==> src/rtl/development_stage_tracker.sv <==
// Level-to-stage tracker: saturating level integrator with dwell-qualified stage advance and hysteretic regression.
// Optional idle decay of the level is enabled by defining DEV_STAGE_DECAY_EN.
module development_stage_tracker #(
  parameter int N            = 9,
  parameter int STAGE_W      = 2,
  parameter int FAST_STEP    = 2,
  parameter int SET_VAL      = 0,
  parameter int DEFAULT_VAL  = 0,
  parameter int DWELL        = 4,
  parameter int HYST         = 8,
  parameter int MONOTONIC    = 0,
  parameter int DECAY_PERIOD = 64
) (
  input  logic               clk,
  input  logic               rst,
  input  logic               inc,
  input  logic               dec,
  input  logic               fast,
  input  logic               setval,
  output logic [N-1:0]       level,
  output logic [STAGE_W-1:0] stage,
  output logic               stage_changed,
  output logic               stage_max
);

  localparam int BAND_SH = N - STAGE_W;
  localparam int DWELL_W = (DWELL > 1) ? $clog2(DWELL) : 1;

  typedef logic [N:0] wide_t;
  localparam wide_t LEVEL_MAX = wide_t'((1 << N) - 1);

  if (DWELL < 1) begin : g_bad_dwell
    $error("DWELL must be at least 1");
  end
  if (DECAY_PERIOD < 1) begin : g_bad_decay
    $error("DECAY_PERIOD must be at least 1");
  end

  logic [N-1:0]       level_q, level_d;
  logic [STAGE_W-1:0] stage_q, stage_d;
  logic [DWELL_W-1:0] dwell_cnt_q, dwell_cnt_d;
  logic               changed_q;
  logic               decay_hit;

`ifdef DEV_STAGE_DECAY_EN
  localparam int DECAY_W = (DECAY_PERIOD > 1) ? $clog2(DECAY_PERIOD) : 1;
  logic [DECAY_W-1:0] decay_cnt_q, decay_cnt_d;

  // Any request restarts the idle window; only fully idle cycles count towards decay.
  always_comb begin
    decay_cnt_d = '0;
    decay_hit   = 1'b0;
    if (!(inc || dec || setval)) begin
      if (decay_cnt_q == DECAY_W'(DECAY_PERIOD - 1)) decay_hit = 1'b1;
      else decay_cnt_d = decay_cnt_q + DECAY_W'(1);
    end
  end

  always_ff @(posedge clk) begin
    if (rst) decay_cnt_q <= '0;
    else     decay_cnt_q <= decay_cnt_d;
  end
`else
  assign decay_hit = 1'b0;
`endif

  wide_t step, level_w, sum;

  // NOTE: every combinational output gets a default first, so no path leaves it unassigned and no latch is inferred.
  always_comb begin
    step    = fast ? wide_t'(FAST_STEP) : wide_t'(1);
    level_w = {1'b0, level_q};
    sum     = level_w + step;
    level_d = level_q;
    if (setval) begin
      level_d = N'(SET_VAL);
    end else if (inc && !dec) begin
      level_d = (sum > LEVEL_MAX) ? LEVEL_MAX[N-1:0] : sum[N-1:0];
    end else if (dec && !inc) begin
      level_d = (level_w < step) ? '0 : N'(level_w - step);
    end else if (decay_hit && level_q != '0) begin
      level_d = level_q - N'(1);
    end
  end

  logic [STAGE_W-1:0] raw;
  wide_t              floor_w, lvl_hyst;

  assign raw = level_q[N-1 -: STAGE_W];

  // Advance needs raw ahead of stage for DWELL consecutive cycles; regression is immediate once below the hysteresis margin.
  always_comb begin
    stage_d     = stage_q;
    dwell_cnt_d = '0;
    floor_w     = wide_t'(stage_q) << BAND_SH;
    lvl_hyst    = {1'b0, level_q} + wide_t'(HYST);
    if (raw > stage_q) begin
      if (dwell_cnt_q == DWELL_W'(DWELL - 1)) stage_d = stage_q + STAGE_W'(1);
      else dwell_cnt_d = dwell_cnt_q + DWELL_W'(1);
    end else if (MONOTONIC == 0 && stage_q != '0 && lvl_hyst < floor_w) begin
      stage_d = stage_q - STAGE_W'(1);
    end
  end

  // NOTE: registers use non-blocking assignments so every flop samples pre-edge values regardless of statement order.
  always_ff @(posedge clk) begin
    if (rst) begin
      level_q     <= N'(DEFAULT_VAL);
      stage_q     <= '0;
      dwell_cnt_q <= '0;
      changed_q   <= 1'b0;
    end else begin
      level_q     <= level_d;
      stage_q     <= stage_d;
      dwell_cnt_q <= dwell_cnt_d;
      changed_q   <= (stage_d != stage_q);
    end
  end

  assign level         = level_q;
  assign stage         = stage_q;
  assign stage_changed = changed_q;
  assign stage_max     = &stage_q;

endmodule

==> config.mk <==
export PLATFORM = sky130hd
export DESIGN_NAME = development_stage_tracker
export DESIGN_NICKNAME = d
export VERILOG_FILES = /design/src/rtl/development_stage_tracker.sv
export SDC_FILE = /design/constraint.sdc
export NUM_CORES = 1
export LEC_CHECK = 0
export BUFFER_PORTS_ARGS = -buffer_cell sky130_fd_sc_hd__buf_4
export CELL_PAD_IN_SITES_DETAIL_PLACEMENT = 1
export CELL_PAD_IN_SITES_GLOBAL_PLACEMENT = 1
export CORE_ASPECT_RATIO = 1.5
export CORE_MARGIN = 5
export CORE_UTILIZATION = 45
export CTS_BUF_LIST = sky130_fd_sc_hd__clkbuf_8 sky130_fd_sc_hd__clkbuf_16
export CTS_CLUSTER_SIZE = 28
export DETAILED_ROUTE_END_ITERATION = 8
export PLACE_DENSITY_LB_ADDON = 0.1
export SLEW_MARGIN = 10
export SYNTH_ARGS = -nofsm -noshare
export SYNTH_HDL_FRONTEND = slang
export SYNTH_SLANG_ARGS = --single-unit
==> constraint.sdc <==
create_clock -name clk -period 6.62 [get_ports clk]
set_input_delay 0.993 -clock clk [delete_from_list [all_inputs] [get_ports clk]]
set_output_delay 0.993 -clock clk [all_outputs]
set_load 0.05 [all_outputs]
* Word-level counts from Yosys, hierarchy flattened
Index checks and enable logic that the tools add are counted. W data, S select, Z words.
Operators by class: $add $sub $neg 6, multiply operators 0, divide/modulo/power cells 0, order comparisons 4, equality and inequality tests 2, shift-type cells 0, muxes and demuxes 8, bitwise logic cells 1, reductions and logical operators 10
Operator list (number):
- $mux W9 | 4
- $add A9 B2 Y10 | 1
- $add A9 B4 Y10 const B | 1
- $gt A10 B9 Y1 const B | 1
- $lt A10 B9 Y1 | 1
- $lt A9 B2 Y1 | 1
- $sub A9 B2 Y9 | 1
- $mux W2 | 4
- $add A2 B1 Y2 const B | 2
- $reduce_bool A2 Y1 | 2
- $logic_and A1 B1 Y1 | 3
- $reduce_or A3 Y1 | 1
- $eq A2 B2 Y1 const B | 1
- $gt A2 B2 Y1 | 1
- $logic_not A1 Y1 | 2
- $ne A2 B2 Y1 | 1
- $reduce_and A2 Y1 | 1
- $reduce_or A2 Y1 | 1
- $sub A2 B1 Y2 const B | 1
- $not A1 Y1 | 1
Word-level totals: register bits after elaboration 14, bits in latches 0, RAM bits 0, ROM bits 0, input port bits 6, output and inout bits 13, logic and storage cells 35, memories kept 0

* Longest topological paths before layout
depth after elaboration 6, mapped depth 9

* Least setup slack after synthesis
Ideal clock, no wire load.
kind in2reg, start point in fast, end point reg level_q[6], in the netlist level[6], library setup time 0.086 ns, arrival time 3.019 ns, setup slack 3.515 ns, stages on the path 9, buffers on the path 0, cells stage by stage inv_1 -> ha_1 -> inv_1 -> fa_1 -> or4_4 -> nand2b_4 -> or3_1 -> a22o_1 -> a221oi_2
Between the ends: longest elaborated chain between the ends 5, elaborated cells between the ends (all ways) 9
RTL lines:
- start, declared | line 18 | input logic fast,
- $mux W2 * | line 71 | step = fast ? wide_t'(FAST_STEP) : wide_t'(1);
- $add A9 B2 Y10 (tied with other cells) | line 73 | sum = level_w + step;
- $gt A10 B9 Y1 or $mux W9 (tied branches) | line 78, 80
- $mux W9 (on tied branches) | line 78, 79
- $mux W9 * | line 77 | end else if (inc && !dec) begin
- end signal, assigned | line 108 | level_q <= N'(DEFAULT_VAL);
- end signal, assigned | line 113 | level_q <= level_d;
- end, declared | line 39 | logic [N-1:0] level_q, level_d;
Mark *: on every way between the ends. The rest lies on a longest branch, timed or not. The select of a mux whose other input is x is not followed. A chain may end at the register's enable or synchronous reset.

* Final worst setup path
Ends and elaborated chain as after synthesis.

==> impl_results.md <==
- Post-CTS Setup Inserts: 0
- Count of nets after finishing: 181
- Post-synthesis register bit count: 14
- Root Driver: clkbuf_8
- HPWL reported at the end of detailed placement: 2.868 mm
- Buffers & Inverters on Critical Path: 3
- Total wirelength of the detailed-routed design: 3.657 mm
- Worst path slowest cell: or4_4
- Std cell rows: 23
- Critical path type: input port to flip-flop
- Crit-path most repeated cell: inv_1
- Power per cell area: 209.7 nW/um^2
- Routed via count divided by cell count: 6.348
- Fin worst setup slack: 3.468 ns
- Worst Hold Margin: 0.4304 ns
- Number of remaining DRC errors: 0
- Level count of the clock H-tree: 1
- Initial antenna violation count: 0
- Effective utilization at floorplan: 46.81%
- Number of synthesized flops with an enable pin: 0
- Via count of the first global-routing pass: 1283
- Tot Pwr: 296.3 uW
- Post-Synthesis Mean Instance Area: 8.498 um^2
- Leak Pwr: 0.0005833 uW
- Time the final worst path needs with I/O delays and setup: 3.152 ns
- Die outline width: 53.31 um
- Number of buffers on the longest clock path: 2
- Outcome: completed
- Cell type group with the largest total delay on the critical path: simple AND/OR/NAND/NOR gates
- RSZ-0062 raised after global routing: false
- Largest stage delay, worst path: 0.45 ns
- Final setup violation count: 0
- Largest vdd supply drop: 0.1147 mV
- Count of final hold-check violations: 0
- Number of vias in the routed layout: 1257
- Area of the placeable core: 2705 um^2
- Antenna Cells: 0
- Dominant register cell in the synthesized netlist: dfxtp_1
- Drt initial violations: 48
- Transition time at the pin with the least slew margin: 0.7316 ns
- WP data required: 6.79 ns
- Largest net degree at the start of global routing: 18
- Worst slew margin: 51.00%
- Placer congestion estimate: 0.7885
- Crit-path cells: buf_4, inv_1, ha_1, inv_1, fa_1, or4_4, nand2b_4, or3_1, a22o_1, a221oi_2
- Post-route core utilization: 52.22%
- Distinct cell type count after synthesis: 51
- CP startpoint kind: input port
- Clock tree from TritonCTS: done
- Port Buffer Count: 18
- Post-Route Skew: 0.006110 ns
- Asr flop ratio synth: 0%
- Num Clock Sinks: 14
- Commonest non-fill, non-tap cell in the layout: buf_4
- Post-cts hold buffer count: 0
- Wire length of the first global-routing pass: 5.954 mm
- Ports placed on the boundary: 19
- Full die area: 3996 um^2
- Ratio of cells with drive above 1 in the final layout: 20.50%
- Maximum clock rate: 317.2 MHz
- TritonCTS Buffers: 3
- Remaining global-route overflow: 0
- Clock latency on the worst-skew pair: 0.26 ns
- Yosys synthesis warning count: 0
- Sequential fraction of the synthesis area: 22.13%
- Synth-to-layout area growth: 11.56%
- Total global-route track usage: 20.35%
- Synthesized netlist net count: 168
- Clock slew seen by the registers of the worst setup and hold paths: 0.07 ns
- Post-DRT Antenna Nets: 0
- Average detailed-routed wire length per instance: 18.47 um
- Data arrival time at the worst-slack endpoint: 3.32 ns
- Synth Instances: 149
- Number of maximum-capacitance constraint violations: 0
- Biggest fanout along the worst timing path: 4
- Commonest non-fill, non-tap cells in the layout: 18 x buf_4, 14 x dfxtp_1, 12 x a21oi_1
- Sort of element at the end of the critical path: flip-flop
- TNS Setup: 0 ns
- Number of pins with negative max-slew slack in the final report: 0
- Number of gates given a new drive strength after cts: 0
- Area of the mapped netlist: 1266 um^2
- Final period util: 47.62%
- Drt pass-1 iters: 4
- Worst slack at placement: 3.220 ns
- Die outline height: 74.97 um
- Worst hold-check path type: flip-flop to flip-flop
## worst reg2reg max path: cells and delay by family (launching register included)
family | cells | cell delay (ns)
XOR/XNOR | 1 | 0.15
adder cells (fa/ha/maj) | 1 | 0.31
AND/OR/NAND/NOR | 4 | 1.14
flip-flops | 1 | 0.55
AO/OA/AOI/OAI | 2 | 0.44
## flip-flops by register name (all words and copies together), names as in the netlist
name	cells
level	9
dwell_cnt_q	2
stage	2
stage_changed	1
## cells in the mapped netlist, types with 2 or more instances
master / number / area share (%)
nand4_1: 2 / 0.99
a21o_1: 3 / 1.8
or3_1: 3 / 1.5
inv_1: 10 / 3.0
o211ai_1: 2 / 1.2
nand3_1: 3 / 1.2
nor2b_1: 2 / 0.99
clkbuf_1: 3 / 0.89
and3_2: 2 / 1.2
o21ai_0: 10 / 4.0
nor2_1: 8 / 2.4
a221oi_1: 4 / 2.8
nor4_1: 5 / 2.5
a31oi_1: 4 / 2.0
nor3_1: 4 / 1.6
fa_1: 2 / 3.2
and3_1: 3 / 1.5
nand2_1: 6 / 1.8
buf_6: 4 / 3.6
dfxtp_1: 14 / 22
a21oi_1: 12 / 4.7
nor3b_1: 2 / 1.2
ha_1: 11 / 11
or4_4: 2 / 1.8
xnor2_1: 2 / 1.4
## where the power goes
part | internal (uW) | switching, uW
Clock | 52.9 | 35.9
Sequential | 89.7 | 9.57
Combinational | 42.2 | 66.1
## routing by layer
layer / up-vias / track usage [%] / wire length [um]
met5: - / 0 / 0
met4: 0 / 10.51 / 146
met3: 13 / 1.980 / 119
met2: 40 / 39.84 / 2062
met1: 615 / 20.24 / 1328
li1: 589 / - / -
## final cells by class
cell class / instances / area (um^2)
repair buffers: 18 / 135.1
inverters: 10 / 37.54
multi-input cells: 115 / 858.3
well taps: 37 / 46.29
flip-flops and latches: 14 / 280.3
clock buffers: 4 / 55.05
fillers: 344 / 1292
## cells by family (layout without fill, tap and decap cells)
| group | Yosys count | after routing | share of synthesized area, % |
|---|---|---|---|
| AO/OA/AOI/OAI | 48 | 48 | 25.79 |
| multiplexers | 1 | 1 | 0.7905 |
| buffers and inverters | 20 | 32 | 10.08 |
| flip-flops | 14 | 14 | 22.13 |
| XOR/XNOR | 2 | 2 | 1.384 |
| AND/OR/NAND/NOR | 51 | 51 | 25.79 |
| adder cells (fa/ha/maj) | 13 | 13 | 14.03 |
## metrics by stage
stage,std cells,instance area [um^2]
2_1_floorplan,149,1266
3_3_place_gp,194,1358
3_5_place_dp,194,1358
4_1_cts,198,1413
5_1_grt,198,1413
6_report,198,1413
## final timing paths
| check | start | to | slack (ns) | depth (start not counted) |
|---|---|---|---|---|
| min reg2reg | dwell_cnt_q[0] | dwell_cnt_q[0] | 0.43 | 1 |
| min | dwell_cnt_q[0] | dwell_cnt_q[0] | 0.43 | 1 |
| max reg2reg | level[3] | stage[1] | 3.93 | 8 |
| max | fast | level[6] | 3.47 | 10 |
Power figures use the tool's default switching activity.
